[src/rtl/uart_apb_pkg.sv]
// Shared definitions for the UART APB scheduler.
// Holds the FSM state encoding, UART register offsets, status/control bit
// positions and small helpers that build APB addresses and control words.
package uart_apb_pkg;

    typedef enum logic [3:0] {
        ST_IDLE    = 4'd0,
        ST_CFG_S   = 4'd1,
        ST_CFG_A   = 4'd2,
        ST_RX_S    = 4'd3,
        ST_RX_A    = 4'd4,
        ST_POLL_S  = 4'd5,
        ST_POLL_A  = 4'd6,
        ST_BACKOFF = 4'd7,
        ST_TX_S    = 4'd8,
        ST_TX_A    = 4'd9
    } state_e;

    localparam logic [7:0] UART_DATA_OFS = 8'h00;
    localparam logic [7:0] UART_STAT_OFS = 8'h04;

    localparam int STAT_RX_EMPTY = 0;
    localparam int STAT_TX_FULL  = 1;

    localparam int CTRL_BAUD_LSB = 0;
    localparam int CTRL_BAUD_W   = 2;
    localparam int CTRL_PAR_EN   = 2;

    function automatic logic [31:0] apb_addr(input logic [31:0] base, input logic [7:0] ofs);
        return base + {24'h000000, ofs};
    endfunction

    // Places {parity_en, baud_sel} into their control register fields.
    function automatic logic [31:0] ctrl_word(input logic [2:0] ctrl);
        logic [31:0] w;
        w = 32'h0000_0000;
        w[CTRL_BAUD_LSB +: CTRL_BAUD_W] = ctrl[1:0];
        w[CTRL_PAR_EN]                  = ctrl[2];
        return w;
    endfunction

endpackage

[src/rtl/uart_apb_sched_if.sv]
// APB bus bundle between the scheduler (master) and the UART (slave).
// master: drives psel/penable/pwrite/paddr/pwdata/pstrb/pprot,
//         receives prdata/pready/pslverr.
interface uart_apb_sched_if;
    logic        psel;
    logic        penable;
    logic        pwrite;
    logic [31:0] paddr;
    logic [31:0] pwdata;
    logic [3:0]  pstrb;
    logic [2:0]  pprot;
    logic [31:0] prdata;
    logic        pready;
    logic        pslverr;

    modport master (
        output psel, penable, pwrite, paddr, pwdata, pstrb, pprot,
        input  prdata, pready, pslverr
    );

    modport slave (
        input  psel, penable, pwrite, paddr, pwdata, pstrb, pprot,
        output prdata, pready, pslverr
    );
endinterface

[src/rtl/rr_arbiter.sv]
// Combinational round-robin arbiter.
// req_i : request vector, ptr_i : highest-priority index this round.
// gnt_o : one-hot grant, idx_o : granted index, any_o : some request granted.
module rr_arbiter #(
    parameter int NREQ = 2,
    localparam int PW  = $clog2(NREQ)
) (
    input  logic [NREQ-1:0] req_i,
    input  logic [PW-1:0]   ptr_i,
    output logic [NREQ-1:0] gnt_o,
    output logic [PW-1:0]   idx_o,
    output logic            any_o
);

    // Search upward from ptr_i with wrap-around; first hit wins.
    always_comb begin
        logic [PW-1:0] cand;
        gnt_o = '0;
        idx_o = '0;
        any_o = 1'b0;
        cand  = '0;
        for (int i = 0; i < NREQ; i++) begin
            cand = PW'((int'(ptr_i) + i) % NREQ);
            if (req_i[cand] && !any_o) begin
                gnt_o[cand] = 1'b1;
                idx_o       = cand;
                any_o       = 1'b1;
            end else begin
                any_o = any_o;
            end
        end
    end

endmodule

[src/rtl/uart_apb_sched.sv]
// APB master sharing a console UART between NREQ transmit requesters,
// draining the UART receive FIFO into one output stream and issuing
// control-register writes.
// Ports: clock/reset (sync, active high); req_valid/req_data/req_ready
// transmit requesters; rx_valid/rx_data/rx_ready receive stream;
// cfg_wr/cfg_ctrl/cfg_busy configuration; uart_irq receive-not-empty;
// apb master bundle; err sticky slave-error flag.
module uart_apb_sched
    import uart_apb_pkg::*;
#(
    parameter int          NREQ     = 2,
    parameter logic [31:0] BASE     = 32'h0,
    parameter int          POLL_GAP = 4
) (
    input  logic              clock,
    input  logic              reset,
    input  logic [NREQ-1:0]   req_valid,
    input  logic [8*NREQ-1:0] req_data,
    output logic [NREQ-1:0]   req_ready,
    output logic              rx_valid,
    output logic [7:0]        rx_data,
    input  logic              rx_ready,
    input  logic              cfg_wr,
    input  logic [2:0]        cfg_ctrl,
    output logic              cfg_busy,
    input  logic              uart_irq,
    uart_apb_sched_if.master  apb,
    output logic              err
);

    localparam int PW = $clog2(NREQ);
    localparam int CW = (POLL_GAP > 0) ? $clog2(POLL_GAP + 1) : 1;
    localparam logic [PW-1:0] LAST_IDX = PW'(NREQ - 1);

    state_e          state_q, state_d;
    logic            psel_q, psel_d, penable_q, penable_d, pwrite_q, pwrite_d;
    logic [31:0]     paddr_q, paddr_d, pwdata_q, pwdata_d;
    logic [NREQ-1:0] req_ready_q, req_ready_d;
    logic            rx_valid_q, rx_valid_d;
    logic [7:0]      rx_data_q, rx_data_d;
    logic            cfg_pend_q, cfg_pend_d;
    logic [2:0]      cfg_val_q, cfg_val_d;
    logic            err_q, err_d;
    logic [PW-1:0]   ptr_q, ptr_d, gidx_q, gidx_d;
    logic [CW-1:0]   cnt_q, cnt_d;

    logic [NREQ-1:0] req_eff_s, gnt_s;
    logic [PW-1:0]   gnt_idx_s;
    logic            gnt_any_s, apb_done_s;
    logic [7:0]      tx_byte_s;
    logic            unused_prdata_s;

    // A requester whose byte was accepted last cycle may still show valid
    // while it reacts to req_ready; masking it avoids a spurious re-poll.
    assign req_eff_s  = req_valid & ~req_ready_q;
    assign apb_done_s = apb.pready;

    rr_arbiter #(.NREQ(NREQ)) u_arb (
        .req_i (req_eff_s),
        .ptr_i (ptr_q),
        .gnt_o (gnt_s),
        .idx_o (gnt_idx_s),
        .any_o (gnt_any_s)
    );

    // Byte of the requester currently winning arbitration.
    always_comb begin
        tx_byte_s = 8'h00;
        for (int i = 0; i < NREQ; i++) begin
            if (gnt_s[i]) begin
                tx_byte_s = req_data[8*i +: 8];
            end else begin
                tx_byte_s = tx_byte_s;
            end
        end
    end

    // Next-state and registered-output computation for the APB sequencer.
    always_comb begin
        state_d     = state_q;
        psel_d      = psel_q;
        penable_d   = penable_q;
        pwrite_d    = pwrite_q;
        paddr_d     = paddr_q;
        pwdata_d    = pwdata_q;
        req_ready_d = '0;
        rx_data_d   = rx_data_q;
        ptr_d       = ptr_q;
        gidx_d      = gidx_q;
        cnt_d       = cnt_q;

        if (rx_valid_q && rx_ready) begin
            rx_valid_d = 1'b0;
        end else begin
            rx_valid_d = rx_valid_q;
        end

        // A new pulse simply overwrites the latched value; one write results.
        if (cfg_wr) begin
            cfg_pend_d = 1'b1;
            cfg_val_d  = cfg_ctrl;
        end else begin
            cfg_pend_d = cfg_pend_q;
            cfg_val_d  = cfg_val_q;
        end

        if (psel_q && penable_q && apb.pready && apb.pslverr) begin
            err_d = 1'b1;
        end else begin
            err_d = err_q;
        end

        case (state_q)
            ST_IDLE: begin
                if (cfg_pend_q) begin
                    state_d  = ST_CFG_S;
                    psel_d   = 1'b1;
                    pwrite_d = 1'b1;
                    paddr_d  = apb_addr(BASE, UART_STAT_OFS);
                    pwdata_d = ctrl_word(cfg_val_q);
                end else if (uart_irq && !rx_valid_q) begin
                    state_d  = ST_RX_S;
                    psel_d   = 1'b1;
                    pwrite_d = 1'b0;
                    paddr_d  = apb_addr(BASE, UART_DATA_OFS);
                    pwdata_d = 32'h0000_0000;
                end else if (|req_eff_s) begin
                    state_d  = ST_POLL_S;
                    psel_d   = 1'b1;
                    pwrite_d = 1'b0;
                    paddr_d  = apb_addr(BASE, UART_STAT_OFS);
                    pwdata_d = 32'h0000_0000;
                end else begin
                    state_d = ST_IDLE;
                end
            end
            ST_CFG_S: begin
                state_d   = ST_CFG_A;
                penable_d = 1'b1;
            end
            ST_RX_S: begin
                state_d   = ST_RX_A;
                penable_d = 1'b1;
            end
            ST_POLL_S: begin
                state_d   = ST_POLL_A;
                penable_d = 1'b1;
            end
            ST_TX_S: begin
                state_d   = ST_TX_A;
                penable_d = 1'b1;
            end
            ST_CFG_A: begin
                if (apb_done_s) begin
                    state_d    = ST_IDLE;
                    psel_d     = 1'b0;
                    penable_d  = 1'b0;
                    // A pulse landing exactly on completion re-arms the write.
                    cfg_pend_d = cfg_wr;
                end else begin
                    state_d = ST_CFG_A;
                end
            end
            ST_RX_A: begin
                if (apb_done_s) begin
                    state_d    = ST_IDLE;
                    psel_d     = 1'b0;
                    penable_d  = 1'b0;
                    rx_data_d  = apb.prdata[7:0];
                    rx_valid_d = 1'b1;
                end else begin
                    state_d = ST_RX_A;
                end
            end
            ST_POLL_A: begin
                if (!apb_done_s) begin
                    state_d = ST_POLL_A;
                end else if (apb.prdata[STAT_TX_FULL]) begin
                    psel_d    = 1'b0;
                    penable_d = 1'b0;
                    if (POLL_GAP == 0) begin
                        state_d = ST_IDLE;
                    end else begin
                        state_d = ST_BACKOFF;
                        cnt_d   = CW'(POLL_GAP);
                    end
                end else if (gnt_any_s) begin
                    // Status read ends and the data write's setup starts at once.
                    state_d   = ST_TX_S;
                    gidx_d    = gnt_idx_s;
                    penable_d = 1'b0;
                    pwrite_d  = 1'b1;
                    paddr_d   = apb_addr(BASE, UART_DATA_OFS);
                    pwdata_d  = {24'h000000, tx_byte_s};
                end else begin
                    state_d   = ST_IDLE;
                    psel_d    = 1'b0;
                    penable_d = 1'b0;
                end
            end
            ST_BACKOFF: begin
                cnt_d = cnt_q - CW'(1);
                if (cnt_q <= CW'(1)) begin
                    state_d = ST_IDLE;
                end else begin
                    state_d = ST_BACKOFF;
                end
            end
            ST_TX_A: begin
                if (apb_done_s) begin
                    state_d             = ST_IDLE;
                    psel_d              = 1'b0;
                    penable_d           = 1'b0;
                    req_ready_d[gidx_q] = 1'b1;
                    if (gidx_q == LAST_IDX) begin
                        ptr_d = '0;
                    end else begin
                        ptr_d = gidx_q + PW'(1);
                    end
                end else begin
                    state_d = ST_TX_A;
                end
            end
            default: begin
                state_d   = ST_IDLE;
                psel_d    = 1'b0;
                penable_d = 1'b0;
            end
        endcase
    end

    // State and output registers with synchronous reset.
    always_ff @(posedge clock) begin
        if (reset) begin
            state_q     <= ST_IDLE;
            psel_q      <= 1'b0;
            penable_q   <= 1'b0;
            pwrite_q    <= 1'b0;
            paddr_q     <= 32'h0000_0000;
            pwdata_q    <= 32'h0000_0000;
            req_ready_q <= '0;
            rx_valid_q  <= 1'b0;
            rx_data_q   <= 8'h00;
            cfg_pend_q  <= 1'b0;
            cfg_val_q   <= 3'b000;
            err_q       <= 1'b0;
            ptr_q       <= '0;
            gidx_q      <= '0;
            cnt_q       <= '0;
        end else begin
            state_q     <= state_d;
            psel_q      <= psel_d;
            penable_q   <= penable_d;
            pwrite_q    <= pwrite_d;
            paddr_q     <= paddr_d;
            pwdata_q    <= pwdata_d;
            req_ready_q <= req_ready_d;
            rx_valid_q  <= rx_valid_d;
            rx_data_q   <= rx_data_d;
            cfg_pend_q  <= cfg_pend_d;
            cfg_val_q   <= cfg_val_d;
            err_q       <= err_d;
            ptr_q       <= ptr_d;
            gidx_q      <= gidx_d;
            cnt_q       <= cnt_d;
        end
    end

    assign apb.psel    = psel_q;
    assign apb.penable = penable_q;
    assign apb.pwrite  = pwrite_q;
    assign apb.paddr   = paddr_q;
    assign apb.pwdata  = pwdata_q;
    assign apb.pstrb   = 4'b0001;
    assign apb.pprot   = 3'b000;
    assign req_ready   = req_ready_q;
    assign rx_valid    = rx_valid_q;
    assign rx_data     = rx_data_q;
    assign cfg_busy    = cfg_pend_q;
    assign err         = err_q;

    // Upper read-data bits and the rx_empty flag carry no meaning here.
    assign unused_prdata_s = ^{apb.prdata[31:8], apb.prdata[STAT_RX_EMPTY]};

endmodule

[src/flat_wrapper.sv]
// flat-port wrapper written by rule: the top's interface ports become plain ports
module uart_apb_sched_flat import uart_apb_pkg::*;
#(
    parameter int          NREQ     = 2,
    parameter logic [31:0] BASE     = 32'h0,
    parameter int          POLL_GAP = 4
)
  (clock, reset, req_valid, req_data, req_ready, rx_valid, rx_data, rx_ready, cfg_wr, cfg_ctrl, cfg_busy, uart_irq, err, apb_psel, apb_penable, apb_pwrite, apb_paddr, apb_pwdata, apb_pstrb, apb_pprot, apb_prdata, apb_pready, apb_pslverr);
  uart_apb_sched_if apb_i ();
  input  logic clock;
  input  logic reset;
  input  logic [NREQ-1:0] req_valid;
  input  logic [8*NREQ-1:0] req_data;
  output logic [NREQ-1:0] req_ready;
  output logic rx_valid;
  output logic [7:0] rx_data;
  input  logic rx_ready;
  input  logic cfg_wr;
  input  logic [2:0] cfg_ctrl;
  output logic cfg_busy;
  input  logic uart_irq;
  output logic err;
  output wire logic [$bits(apb_i.psel)-1:0] apb_psel;
  output wire logic [$bits(apb_i.penable)-1:0] apb_penable;
  output wire logic [$bits(apb_i.pwrite)-1:0] apb_pwrite;
  output wire logic [$bits(apb_i.paddr)-1:0] apb_paddr;
  output wire logic [$bits(apb_i.pwdata)-1:0] apb_pwdata;
  output wire logic [$bits(apb_i.pstrb)-1:0] apb_pstrb;
  output wire logic [$bits(apb_i.pprot)-1:0] apb_pprot;
  input wire logic [$bits(apb_i.prdata)-1:0] apb_prdata;
  input wire logic [$bits(apb_i.pready)-1:0] apb_pready;
  input wire logic [$bits(apb_i.pslverr)-1:0] apb_pslverr;
  assign apb_psel = apb_i.psel;
  assign apb_penable = apb_i.penable;
  assign apb_pwrite = apb_i.pwrite;
  assign apb_paddr = apb_i.paddr;
  assign apb_pwdata = apb_i.pwdata;
  assign apb_pstrb = apb_i.pstrb;
  assign apb_pprot = apb_i.pprot;
  assign apb_i.prdata = apb_prdata;
  assign apb_i.pready = apb_pready;
  assign apb_i.pslverr = apb_pslverr;
  uart_apb_sched #(.NREQ(NREQ), .BASE(BASE), .POLL_GAP(POLL_GAP)) u_core (.clock(clock), .reset(reset), .req_valid(req_valid), .req_data(req_data), .req_ready(req_ready), .rx_valid(rx_valid), .rx_data(rx_data), .rx_ready(rx_ready), .cfg_wr(cfg_wr), .cfg_ctrl(cfg_ctrl), .cfg_busy(cfg_busy), .uart_irq(uart_irq), .apb(apb_i), .err(err));
endmodule
[config.mk]
export PLATFORM = sky130hd
export DESIGN_NAME = uart_apb_sched_flat
export DESIGN_NICKNAME = d
export VERILOG_FILES = /design/src/rtl/uart_apb_pkg.sv /design/src/rtl/uart_apb_sched_if.sv /design/src/rtl/rr_arbiter.sv /design/src/rtl/uart_apb_sched.sv /design/src/flat_wrapper.sv
export SDC_FILE = /design/constraint.sdc
export NUM_CORES = 1
export LEC_CHECK = 0
export ABC_AREA = 1
export BUFFER_PORTS_ARGS = -buffer_cell sky130_fd_sc_hd__buf_2
export CAP_MARGIN = 20
export CORE_ASPECT_RATIO = 1.5
export CORE_MARGIN = 4
export CORE_UTILIZATION = 47
export DETAILED_ROUTE_END_ITERATION = 10
export MAX_ROUTING_LAYER = met4
export PLACE_DENSITY = 0.86
export SYNTH_ARGS = -nofsm -noshare
export SYNTH_HDL_FRONTEND = slang
export SYNTH_HIERARCHICAL = 1
export SYNTH_SLANG_ARGS = --single-unit
[constraint.sdc]
create_clock -name clock -period 4.5 [get_ports clock]
set_input_delay 1.35 -clock clock [delete_from_list [all_inputs] [get_ports clock]]
set_output_delay 1.35 -clock clock [all_outputs]
set_load 0.03 [all_outputs]
==> flow_summary_export.csv <==
group,metric,value,unit
final_layout,fin_util,53.3,%
clocking,clk_pin_slew,0.07,ns
synthesis,synthCells,352,
final_layout,area_growth,7.65,%
synthesis,synth-seq-cells,37,
routing,drt_iter0_markers,105,
sta,rsz0062_at_grt,"false",
floorplanning,start_util,49.5,%
pwr,pwr-share-seq,37.6,%
pwr,ir_drop,0.239,mV
floorplanning,die_w,66.8,um
clocking,clk_latency,0.29,ns
setup_path,cpLargestDelayFamily,"compound AO/OA/AOI/OAI gates",
setup_path,slowest_stage,"a21oi_1",
place,io_buffer_count,60,
setup_path,cp-startpoint,"req_valid[0]",
pwr,switching_share,44.5,%
setup_path,critical_path_peak_fanout,9,
final_layout,nFillCells,511,
sta,fmax,362,MHz
synthesis,ys.flop_type,"dfxtp_1",
setup_path,r2r_setup_slack,2.53,ns
synthesis,yosysSeqAreaShare,30.4,%
clocking,ctsLongestPathBuffers,2,
routing,vias,2188,
routing,wl_per_cell,11.9,um
setup_path,cp-end-kind,"flip-flop",
pwr,p_switching,477,uW
pwr,comb_power_share,41.4,%
clocking,htree_levels,2,
sta,final_hold_viol_count,0,
pwr,p_leak,0.00138,uW
pwr,p_per_area,408,nW/um^2
synthesis,yosysWarnings,6,
floorplanning,std_cell_rows,31,
global_route,grt.total_usage,18.2,%
global_route,grt_pass1_wl,8.76,mm
sta,setup-violations-final,0,
sta,tightest_slew,0.689,ns
setup_path,cp.arrival,2.92,ns
sta,maxSlewHeadroom,54.0,%
setup_path,crit_end,"u_core/apb.pwdata[6]",
routing,drc_errors,0,
synthesis,async_reset_ff_share,0,%
place,placed_cells,468,
synthesis,synth_top_cells_by_area,"dfxtp_1 (30%), buf_4 (19%), nand2_1 (9.7%)",
setup_path,startpoint_type,"primary input",
clocking,cts_root_buffer,"clkbuf_8",
setup_path,path_buf_inv,4,
run_status,status,"finished, final reports clean",
synthesis,synth_top_area_cell,"dfxtp_1",
sta,setup_tns,0,ns
global_route,grt_max_degree,20,
setup_path,criticalPathCategory,"in -> reg",
sta,fin_skew,0.00179,ns
setup_path,cp.depth,11,
routing,ant_nets,0,
min_path,hold_path.startpoint,"u_core/rx_data[7]",
global_route,antenna_found_initial,0,
floorplanning,die_h,96.2,um
routing,vias_per_cell,4.60,
final_layout,nets,471,
routing,firstDrtPassIters,5,
clocking,cts_tree,"yes",
setup_path,worstPathRequired,4.66,ns
clocking,clock-sinks,37,
clocking,cts_hold_buffers,0,
pwr,p_int,594,uW
routing,wl,5.68,mm
clocking,ctsResizeCount,0,
synthesis,syn_area,2440,um^2
synthesis,synthDistinctLibCells,29,
sta,slew_viol_final,0,
sta,fin_crit,2.76,ns
clocking,cts_setup_buffers,0,
global_route,gr-total-overflow,0,
final_layout,drive_gt1_share,21.5,%
synthesis,synth_edf_count,0,
min_path,hp-class,"reg -> reg",
setup_path,reg2reg_depth,12,
setup_path,r2r_end,"u_core/apb.pwdata[6]",
synthesis,synth_top_cell_area_share,30.4,%
floorplanning,io_pins,147,
setup_path,cp_cell_sequence,"buf_2, nand2_1, inv_1, a21oi_1, inv_1, nand3_1, nand2_1, nand2_1, clkinv_1, nand4_1, a21oi_1",
floorplanning,die_area,6430,um^2
place,gp_congestion,0.894,
clocking,numCtsBuffers,5,
flow_run,drv_cap,0,
floorplanning,core,4930,um^2
setup_path,worst_path_largest_cell_delay,0.54,ns
sta,finalCritPeriodShare,61.3,%
place,hpwl,4.50,mm
setup_path,cpMostUsedCell,"nand2_1",
final_layout,final_cells,476,
global_route,grt_pass1_vias,2003,
synthesis,avgSynthCellArea,6.92,um^2
final_layout,antenna_cells,0,
setup_path,reg2reg_from,"u_core/req_ready[1]",
pwr,design_power_total,1070,uW
pwr,pwr-share-clk,21.0,%
==> tightest hold or removal path: stages, from the launching register on <==
cell and delay (ns):
dfxtp_1 0.31, inv_1 0.04, a21oi_1 0.05
==> logic make-up after synthesis <==
group,share of synthesized area [%]
other,0.308
DFF,30.4
AOI/OAI and AO/OA,13.2
and+or+nand+nor,27.7
adders and majority gates,1.03
buffers and inverters,27.0
xor gates and xnor gates,0.359
==> final cells by class <==
| type | count | area [um^2] | area share [%] |
|---|---|---|---|
| flip-flops and latches | 37 | 741 | 28.2 |
| multi-input cells | 265 | 1260 | 48.2 |
| clock inverters | 3 | 17.5 | 0.668 |
| well taps | 66 | 82.6 | 3.15 |
| clock buffers | 5 | 68.8 | 2.62 |
| repair buffers | 60 | 300 | 11.4 |
| inverters | 40 | 150 | 5.72 |
==> power by group through the flow <==
stage	clock (uW)	combinational (uW)	sequential, uW
6_report	224	444	403
5_1_grt	247	486	409
4_1_cts	230	442	403
3_5_place_dp	0	441	410
3_3_place_gp	0	434	408
2_1_floorplan	0	338	467
==> cell usage in the layout (no fill, tap or decap), drive strengths merged, types with 3 or more instances in the layout <==
cell type,instances
nand2,65
a21oi,38
o21ai,16
nor2,41
conb,62
dfxtp,37
or2,3
clkinv,5
clkbuf,5
buf,60
inv,37
nand4,10
nand3,22
==> metal layers <==
metal | vias up | share of wire [%] | wire length, um | global-route usage [%]
met5 | - | 0 | 0 | -
met4 | 0 | 1.7 | 95 | 7.46
met3 | 8 | 7.9 | 446 | 2.80
met2 | 94 | 55 | 3130 | 34.7
met1 | 977 | 35 | 2000 | 17.9
li1 | 1109 | - | - | -
==> sequential cells by signal (all words and copies together), names as in the netlist <==
register and flops:
u_core/rx_valid 1, u_core/state_q 4, u_core/err 1, u_core/apb.paddr 1
u_core/cfg_val_q 3, u_core/apb.psel 1, u_core/cnt_q 3, u_core/req_ready 2
u_core/cfg_busy 1, u_core/ptr_q 1, u_core/apb.penable 1, u_core/apb.pwdata 8
u_core/apb.pwrite 1, u_core/gidx_q 1, u_core/rx_data 8
==> synth_stat cells, drive strengths merged, types with 2 or more instances <==
library cell and n:
buf 65, nand2 65, nor2 41, a21oi 38
dfxtp 37, inv 37, nand3 22, o21ai 16
nand4 10, clkbuf 5, clkinv 3, or2 3
conb 2, ha 2
==> worst min-delay path by stage <==
stage | end | cells past startpoint
after detailed placement | u_core/rx_data[7] | 2
after global routing | u_core/rx_data[7] | 2
after global placement | u_core/rx_data[7] | 2
final | u_core/rx_data[7] | 2
after CTS | u_core/rx_data[7] | 2
after floorplan | u_core/req_ready[1] | 2
==> metrics by stage <==
step | worst slack [ns] | hold WS (ns) | area [um^2]
floorplan | 2.00 | 0.419 | 2660
global placement | 1.52 | 0.429 | 2540
detailed placement | 1.46 | 0.437 | 2540
CTS | 1.76 | 0.449 | 2620
global route | 1.58 | 0.478 | 2620
finish | 1.74 | 0.446 | 2620
Power figures use the tool's default switching activity.
